File: src/rtl/i2s_pkg.sv
// Shared constants and types for the I2S serializer: frame geometry and the
// bit positions of the clock/slot fields within the free-running frame counter.
package i2s_pkg;

  localparam int unsigned FRAME_CLKS      = 1024;
  localparam int unsigned SLOTS_PER_FRAME = 64;
  localparam int unsigned SLOTS_PER_CH    = 32;

  localparam int unsigned CNT_W    = 10;
  localparam int unsigned MCLK_BIT = 1;
  localparam int unsigned SCLK_BIT = 3;
  localparam int unsigned LRCK_BIT = 9;
  localparam int unsigned SLOT_LSB = 4;
  localparam int unsigned SLOT_W   = LRCK_BIT - SLOT_LSB + 1;

  // Strobes from the clock generator; slot is the slot that begins after this edge.
  typedef struct packed {
    logic              cap;
    logic              fall;
    logic [SLOT_W-1:0] slot;
  } i2s_tick_t;

endpackage

File: src/rtl/i2s_clkgen.sv
// Frame counter and codec clock outputs for the I2S serializer. All clocks are
// taken straight from counter flops, so they carry no decode glitches.
module i2s_clkgen
  import i2s_pkg::*;
(
  input  logic      clk_i,
  input  logic      rst_i,
  output logic      mclk_o,
  output logic      sclk_o,
  output logic      lrck_o,
  output i2s_tick_t tick_o
);

  logic [CNT_W-1:0] cnt_q, cnt_d;

  always_comb begin
    cnt_d = cnt_q + 1'b1;
  end

  always_ff @(posedge clk_i) begin
    if (rst_i) begin
      cnt_q <= '0;
    end else begin
      cnt_q <= cnt_d;
    end
  end

  assign mclk_o = cnt_q[MCLK_BIT];
  assign sclk_o = cnt_q[SCLK_BIT];
  assign lrck_o = cnt_q[LRCK_BIT];

  // fall marks the edge that drops SCLK, i.e. the edge that opens slot tick_o.slot.
  always_comb begin
    tick_o      = '0;
    tick_o.cap  = ~rst_i & (cnt_q == CNT_W'(FRAME_CLKS - 1));
    tick_o.fall = (cnt_q[SLOT_LSB-1:0] == '1);
    tick_o.slot = cnt_d[LRCK_BIT:SLOT_LSB];
  end

endmodule

File: src/rtl/i2s_serializer.sv
// I2S stereo serializer: captures L/R samples once per 1024-clk frame and shifts them
// out MSB first. Define I2S_LJ_FORMAT_EN for left-justified instead of Philips I2S.
module i2s_serializer
  import i2s_pkg::*;
#(
  parameter int unsigned SAMPLE_W = 16
) (
  input  logic                clk,
  input  logic                Reset,
  input  logic [SAMPLE_W-1:0] L_data,
  input  logic [SAMPLE_W-1:0] R_data,
  input  logic                mute,
  output logic                sample_ack,
  output logic                dac_MCLK,
  output logic                dac_SCLK,
  output logic                dac_LRCK,
  output logic                dac_SDIN
);

  i2s_tick_t tick;

  i2s_clkgen u_clkgen (
    .clk_i  (clk),
    .rst_i  (Reset),
    .mclk_o (dac_MCLK),
    .sclk_o (dac_SCLK),
    .lrck_o (dac_LRCK),
    .tick_o (tick)
  );

  logic [SAMPLE_W-1:0] shadow_l_q, shadow_l_d;
  logic [SAMPLE_W-1:0] shadow_r_q, shadow_r_d;
  logic                sdin_q, sdin_d;
  logic                slot_bit;
  int unsigned         slot_idx;

  // Bit at distance off below the MSB.
  function automatic logic msb_pick(input logic [SAMPLE_W-1:0] d, input int unsigned off);
    logic [SAMPLE_W-1:0] sh;
    sh = d >> (SAMPLE_W - 1 - off);
    return sh[0];
  endfunction

  always_comb begin
    shadow_l_d = shadow_l_q;
    shadow_r_d = shadow_r_q;
    if (tick.cap) begin
      shadow_l_d = mute ? '0 : L_data;
      shadow_r_d = mute ? '0 : R_data;
    end
  end

  // Selection reads the next-state shadows so a slot opened on the capture edge
  // already sees the new frame.
`ifdef I2S_LJ_FORMAT_EN
  always_comb begin
    slot_idx = 32'(tick.slot);
    slot_bit = 1'b0;
    if (slot_idx < SAMPLE_W) begin
      slot_bit = msb_pick(shadow_l_d, slot_idx);
    end else if (slot_idx >= SLOTS_PER_CH && slot_idx < SLOTS_PER_CH + SAMPLE_W) begin
      slot_bit = msb_pick(shadow_r_d, slot_idx - SLOTS_PER_CH);
    end
  end
`else
  logic carry_q, carry_d;

  // With 32-bit samples the right LSB spills into slot 0 of the following frame.
  always_comb begin
    carry_d  = tick.cap ? shadow_r_q[0] : carry_q;
    slot_idx = 32'(tick.slot);
    slot_bit = 1'b0;
    if (slot_idx >= 1 && slot_idx <= SAMPLE_W) begin
      slot_bit = msb_pick(shadow_l_d, slot_idx - 1);
    end else if (slot_idx >= SLOTS_PER_CH + 1 && slot_idx <= SLOTS_PER_CH + SAMPLE_W) begin
      slot_bit = msb_pick(shadow_r_d, slot_idx - SLOTS_PER_CH - 1);
    end else if (slot_idx == 0 && SAMPLE_W == SLOTS_PER_CH) begin
      slot_bit = carry_d;
    end
  end

  always_ff @(posedge clk) begin
    if (Reset) begin
      carry_q <= 1'b0;
    end else begin
      carry_q <= carry_d;
    end
  end
`endif

  always_comb begin
    sdin_d = tick.fall ? slot_bit : sdin_q;
  end

  always_ff @(posedge clk) begin
    if (Reset) begin
      shadow_l_q <= '0;
      shadow_r_q <= '0;
      sdin_q     <= 1'b0;
    end else begin
      shadow_l_q <= shadow_l_d;
      shadow_r_q <= shadow_r_d;
      sdin_q     <= sdin_d;
    end
  end

  assign sample_ack = tick.cap;
  assign dac_SDIN   = sdin_q;

endmodule

File: config.mk
export PLATFORM = sky130hd
export DESIGN_NAME = i2s_serializer
export DESIGN_NICKNAME = d
export VERILOG_FILES = /design/src/rtl/i2s_pkg.sv /design/src/rtl/i2s_clkgen.sv /design/src/rtl/i2s_serializer.sv
export SDC_FILE = /design/constraint.sdc
export NUM_CORES = 1
export LEC_CHECK = 0
export BUFFER_PORTS_ARGS = -buffer_cell sky130_fd_sc_hd__buf_2
export CAP_MARGIN = 25
export CORE_MARGIN = 4
export CORE_UTILIZATION = 50
export CTS_CLUSTER_DIAMETER = 80
export DETAILED_ROUTE_END_ITERATION = 12
export PLACE_DENSITY = 0.81
export SLEW_MARGIN = 20
export SYNTH_ARGS = -nofsm -noshare
export SYNTH_HDL_FRONTEND = slang
export SYNTH_HIERARCHICAL = 1
export SYNTH_SLANG_ARGS = --single-unit
File: constraint.sdc
create_clock -name clk -period 6.75 [get_ports clk]
set_clock_uncertainty 0.05 [all_clocks]
set_input_delay 0.675 -clock clk [delete_from_list [all_inputs] [get_ports clk]]
set_output_delay 0.675 -clock clk [all_outputs]
set_load 0.005 [all_outputs]
## Word level (Yosys, flattened, before mapping)

Cells that the tools add are included.

- Bits in registers: 43
- Bits in latches: 0
- RAM bits: 0
- Bits in read-only memories: 0
- Input bits: 35
- Output and inout bits: 5
- Memories: 0

- $add $sub $neg: 6
- Multipliers: 0
- Divide/modulo/power cells: 0
- Order comparisons: 4
- Equality and inequality tests: 2
- Shift operators: 2
- Mux-type cells: 6
- Bitwise operators: 2
- Reduce and logical (&&, ||, !) cells: 2

Operators with widths:

| cell | number |
|---|---|
| $mux 16 | 4 |
| $shr 16x32->1 | 2 |
| $add 10x1->10 const B | 1 |
| $eq 10x10->1 const B | 1 |
| $sub 5x8->9 const A | 1 |
| $sub 5x7->8 const A | 1 |
| $sub 7x2->8 const B | 1 |
| $sub 6x1->7 const B | 1 |
| $sub 6x6->7 const B | 1 |
| $ge 6x1->1 const B | 1 |
| $ge 6x6->1 const B | 1 |
| $le 6x5->1 const B | 1 |
| $le 6x6->1 const B | 1 |
| $eq 4x4->1 const B | 1 |
| $logic_and 1x1->1 | 2 |
| $mux 1 | 2 |
| $and 1x1->1 | 1 |
| $not 1->1 | 1 |

## Depth between registers and ports, before layout

- Depth after elaboration: 7
- Gate-level depth with buffers: 14
- Gate-level depth less buffers: 12

## Cells and area by module

The synthesis kept the hierarchy.

By module, submodules not included:

| module | times used | cells an instance | area each (µm²) | seq. area each (µm²) |
|---|---|---|---|---|
| i2s_serializer | 1 | 194 | 1647.8 | 660.6 |
| i2s_clkgen | 1 | 57 | 510.5 | 200.2 |

## Worst setup path before layout

Ideal clock, no wire load.

- Path type: reg-to-reg
- Start point: register u_clkgen.cnt_q[1]
- End point: register sdin_q (netlist: dac_SDIN)
- Data arrival time: 3.045 ns
- Required time: 6.641 ns
- Path slack: 3.595 ns
- Cell stages (with the launch flop): 14
- Path buffers: 2
- Path through: dfxtp_1 ha_1 and3_2 xor2_1 buf_4 inv_1 ha_1 buf_2 xnor2_2 mux4_2 a211oi_2 a31oi_1 a311oi_1 a221o_1

RTL lines:

| item | RTL line | source |
|---|---|---|
| start, declared | i2s_clkgen.sv:14 | `logic [CNT_W-1:0] cnt_q, cnt_d;` |
| start signal, assigned | i2s_clkgen.sv:24 | `cnt_q <= cnt_d;` |
| end signal, assigned | i2s_serializer.sv:103 | `sdin_q <= sdin_d;` |
| end, declared | i2s_serializer.sv:33 | `logic sdin_q, sdin_d;` |

## Worst setup path in the final report

- Start point: input Reset
- End point: register sdin_q (netlist: dac_SDIN)

- Cells in the longest elaborated chain, start to end: 6
- Elaborated cells on any way between the ends: 8

RTL lines:

| item | RTL line | source |
|---|---|---|
| start, declared | i2s_serializer.sv:9 | `input logic Reset,` |
| $not 1->1 | i2s_clkgen.sv:35 | `tick_o.cap = ~rst_i & (cnt_q == CNT_W'(FRAME_CLKS - 1));` |
| $and 1x1->1 | i2s_clkgen.sv:35 |  |
| $mux 16 | i2s_serializer.sv:47 | `if (tick.cap) begin` |
| $shr 16x32->1 | i2s_serializer.sv:40 | `sh = d >> (SAMPLE_W - 1 - off);` |
| $mux 1 | i2s_serializer.sv:75 | `end else if (slot_idx >= SLOTS_PER_CH + 1 && slot_idx <= SLOTS_PER_CH + SAMPLE_W) begin` |
| $mux 1 | i2s_serializer.sv:73 | `if (slot_idx >= 1 && slot_idx <= SAMPLE_W) begin` |

Parallel ways exist; a longest one is shown, timed or not.
A chain may end at the register's enable or synchronous reset.

==> metrics <==
number of H-tree levels=2; Resized cells post-CTS=0; final-layout worst hold slack=0.417 ns; post-synthesis share of cell area spent on xor and xnor gates=4.81%; via count=1888; via count of the first global-routing pass=1750; arrival time of the worst setup path=3.96 ns; origin of the worst setup path=Reset; type of the most critical hold path=reg -> reg; slew at the pin with the worst max-slew slack=0.790 ns; top_reg_cell synth=dfxtp_1; global-route wire length before repair=7890 um; routed vias/inst=5.72; Critical Path RT=6.89 ns; post-route minimum period=3.82 ns; synthesized flop and latch total=43; deepest clock path buffer count=2; crit share post-route=56.6%; hold depth=1; mean routed wirelength per cell=14.8 um; global-route total usage across every layer=19.0%; Post-Syn Area per Cell=8.60 um^2; achievable frequency=262 MHz; RSZ-0062 raised after global routing=no; number of design rule violations left after detail routing=0; clock share of power=36.8%; Slew Viols, Final=0; startpoint of the most critical hold path=u_clkgen/cnt_q[0]; count of synthesis-stage warnings from yosys=6; Congestion Overflow GR=0; simple-gate share of the synthesized area=20.5%; post-synthesis mux area share=2.96%; total core area=4090 um^2; net count after synthesis=291; cell at the root of the clock tree=clkbuf_8; maximum number of pins on one net before global-route repair=47; synth unique cells=46; x dimension of the die=73.7 um; Worst slew margin=47.3%; biggest cell delay along the critical path=0.80 ns; initial antenna violation count=0; gpl congestion=0.845; die area=5430 um^2; maximum ir drop on the vdd rail=0.0928 mV; hold buffer count at CTS=0; clock insertion delay at the later pin of the skew report=0.30 ns; Layout area overhead=11.9%; Sinks on Clock Net=43; post-synthesis adder-cell area fraction=2.90%; share of total power in sequential cells=58.7%; synthesized area=2160 um^2; final count of negative-setup-slack endpoints=0; DR iter-0 viols=133; cell count after synthesis=251; number of post-CTS setup repair buffers=0; total length of routed wires=4900 um; effective utilization at floorplan=52.8%; sequential cell area fraction in the yosys report=39.9%; worst-case register-to-register setup slack=2.94 ns; Worst Setup Path Type=in -> reg; number of enable flip-flop cells after synthesis=0; share of total power in combinational logic=4.5%; cell with the largest stage delay on the worst path=clkinv_1; cell leakage power=0.982 nW; antenna diode instance count=0; Endpoint, Worst Hold=u_clkgen/cnt_q[0]; post-route antenna net violation count=0; element type at the critical path end=flip-flop; synthesized-area fraction occupied by ao, oa, aoi and oai cells=23.0%; TritonCTS clock tree=built; worst-path cell chain=buf_2 -> nand2b_1 -> nor3_2 -> clkinv_1 -> a22oi_1 -> a22oi_1 -> a211oi_1 -> a31oi_1 -> a221o_1; I/O pin cnt=40; vertical die dimension=73.7 um; main combinational cell family by area after synthesis=compound AO/OA/AOI/OAI gates; Port Buf Inserts=39; clock transition at the register clock pins on the worst setup and hold paths after CTS=0.08 ns; number of maximum-capacitance constraint violations=0; net switching component of the power=0.000100 W; cell types with the largest area share after synthesis=dfxtp_1 (40%), a22oi_1 (11%), nor2_1 (7.7%); post-route setup TNS=0 ns; standard-cell row count=23; Detailed Place HPWL=3480 um; largest fanout on the critical path=46; post-synth top area cell=dfxtp_1; cts bufs inserted=5; PD cells=181 nW/um^2; r2r startpoint=u_clkgen/cnt_q[0]; number of cells traversed by the worst register-to-register path=11; share of post-route cells with drive strength above 1=21.8%; Hold Fails Final Rpt=0; switching share of power=22.9%; Startpoint Class=primary input; outcome=finished clean; length of the first detailed-routing pass in iterations=4; share of the synthesized area in the top cell type=39.9%; internal power=0.000337 W; post-layout net count=319; asr flop ratio synth=0%; cell mode on critical path=a22oi_1; FF-to-FF End=dac_SDIN
## per-stage QoR
step,instance area (um^2),cells,util [%],power [W],setup slack [ns]
after global placement,2330,322,56.9,0.000282,2.35
after floorplan,2160,251,-,0.000269,3.60
after CTS,2410,330,59.0,0.000440,2.45
after global routing,2420,330,59.1,0.000453,2.63
after detailed placement,2330,322,56.9,0.000282,2.13
final,2420,330,59.1,0.000437,2.93
## critical path, delay by kind of cell
family | cells | cell delay (ns)
AND/OR/NAND/NOR | 2 | 0.85
AO/OA/AOI/OAI | 5 | 1.29
buffers and inverters | 2 | 1.15
## worst max-delay path by stage
stage               endpoint  slack, ns
floorplan           dac_SDIN       3.60
global placement    dac_SDIN       2.35
detailed placement  dac_SDIN       2.13
CTS                 dac_SDIN       2.45
global route        dac_SDIN       2.63
finish              dac_SDIN       2.93
## logic make-up (layout without fill, tap and decap cells)
| group | count (synthesis) | in the layout |
|---|---|---|
| and+or+nand+nor | 89 | 89 |
| AOI/OAI and AO/OA | 71 | 71 |
| DFF | 43 | 43 |
| buffers and inverters | 27 | 56 |
| xor gates and xnor gates | 11 | 11 |
| adders and majority gates | 5 | 5 |
| muxes | 5 | 5 |
## flip-flops by register name (all words and copies together), names as in the netlist
signal and flops:
dac_SDIN 1, shadow_r_q 16, u_clkgen/cnt_q 10, shadow_l_q 16
## metal layers
metal  track usage (%)  up-vias  part of all wire, %
met3              4.24        8                  7.6
met4              7.65        0                  1.5
li1                  -      946                    -
met2              30.6       58                   48
met5                 0        -                    0
met1              24.6      876                   43
## synth_stat cells, types with 2 or more instances
| cell type | instances |
|---|---|
| nor2_1 | 44 |
| dfxtp_1 | 43 |
| a22oi_1 | 33 |
| a21oi_1 | 11 |
| nand2_1 | 11 |
| nor2b_1 | 11 |
| o21ai_0 | 8 |
| clkbuf_1 | 7 |
| inv_1 | 7 |
| xor2_1 | 7 |
| a211oi_1 | 6 |
| buf_4 | 6 |
| buf_2 | 5 |
| ha_1 | 5 |
| mux2i_1 | 3 |
| nor3_1 | 3 |
| or3_1 | 3 |
| xnor2_1 | 3 |
| a2111oi_0 | 2 |
| a311oi_1 | 2 |
| a31oi_1 | 2 |
| nand2b_1 | 2 |
| nand4_1 | 2 |
| nor3_2 | 2 |
| or2_2 | 2 |
## power by group through the flow
stage	clock [W]	combinational [W]	sequential [W]
finish	0.000161	0.0000198	0.000257
global route	0.000175	0.0000218	0.000257
CTS	0.000164	0.0000199	0.000257
floorplan	0	0.00000693	0.000262
global placement	0	0.0000196	0.000262
detailed placement	0	0.0000197	0.000262
## cells in the final DEF (no fill, tap or decap), types with 2 or more instances in the layout
master     count
nand4_1        2
xor2_1         7
nand2b_1       2
nor3_1         2
clkbuf_8       5
nor3_2         3
o21ai_0        8
mux2i_1        3
dfxtp_1       43
inv_1          7
nand2_1       11
or2_2          2
a311oi_1       2
a211oi_1       6
nor2_1        44
nor2b_1       10
a21oi_1       11
a2111oi_0      2
a31oi_1        2
xnor2_1        3
buf_2         39
ha_1           5
or3_1          3
a22oi_1       33
## area by class of cell
cell class / instances / area (um^2)
multi-input combinational: 181 / 1170
sequential: 43 / 861
clock inverter: 2 / 12.5
timing repair buffer: 40 / 203
inverter: 8 / 30.0
fill: 377 / 1670
tap: 50 / 62.6
clock buffer: 6 / 72.6
(Power assumes the default switching activity.)
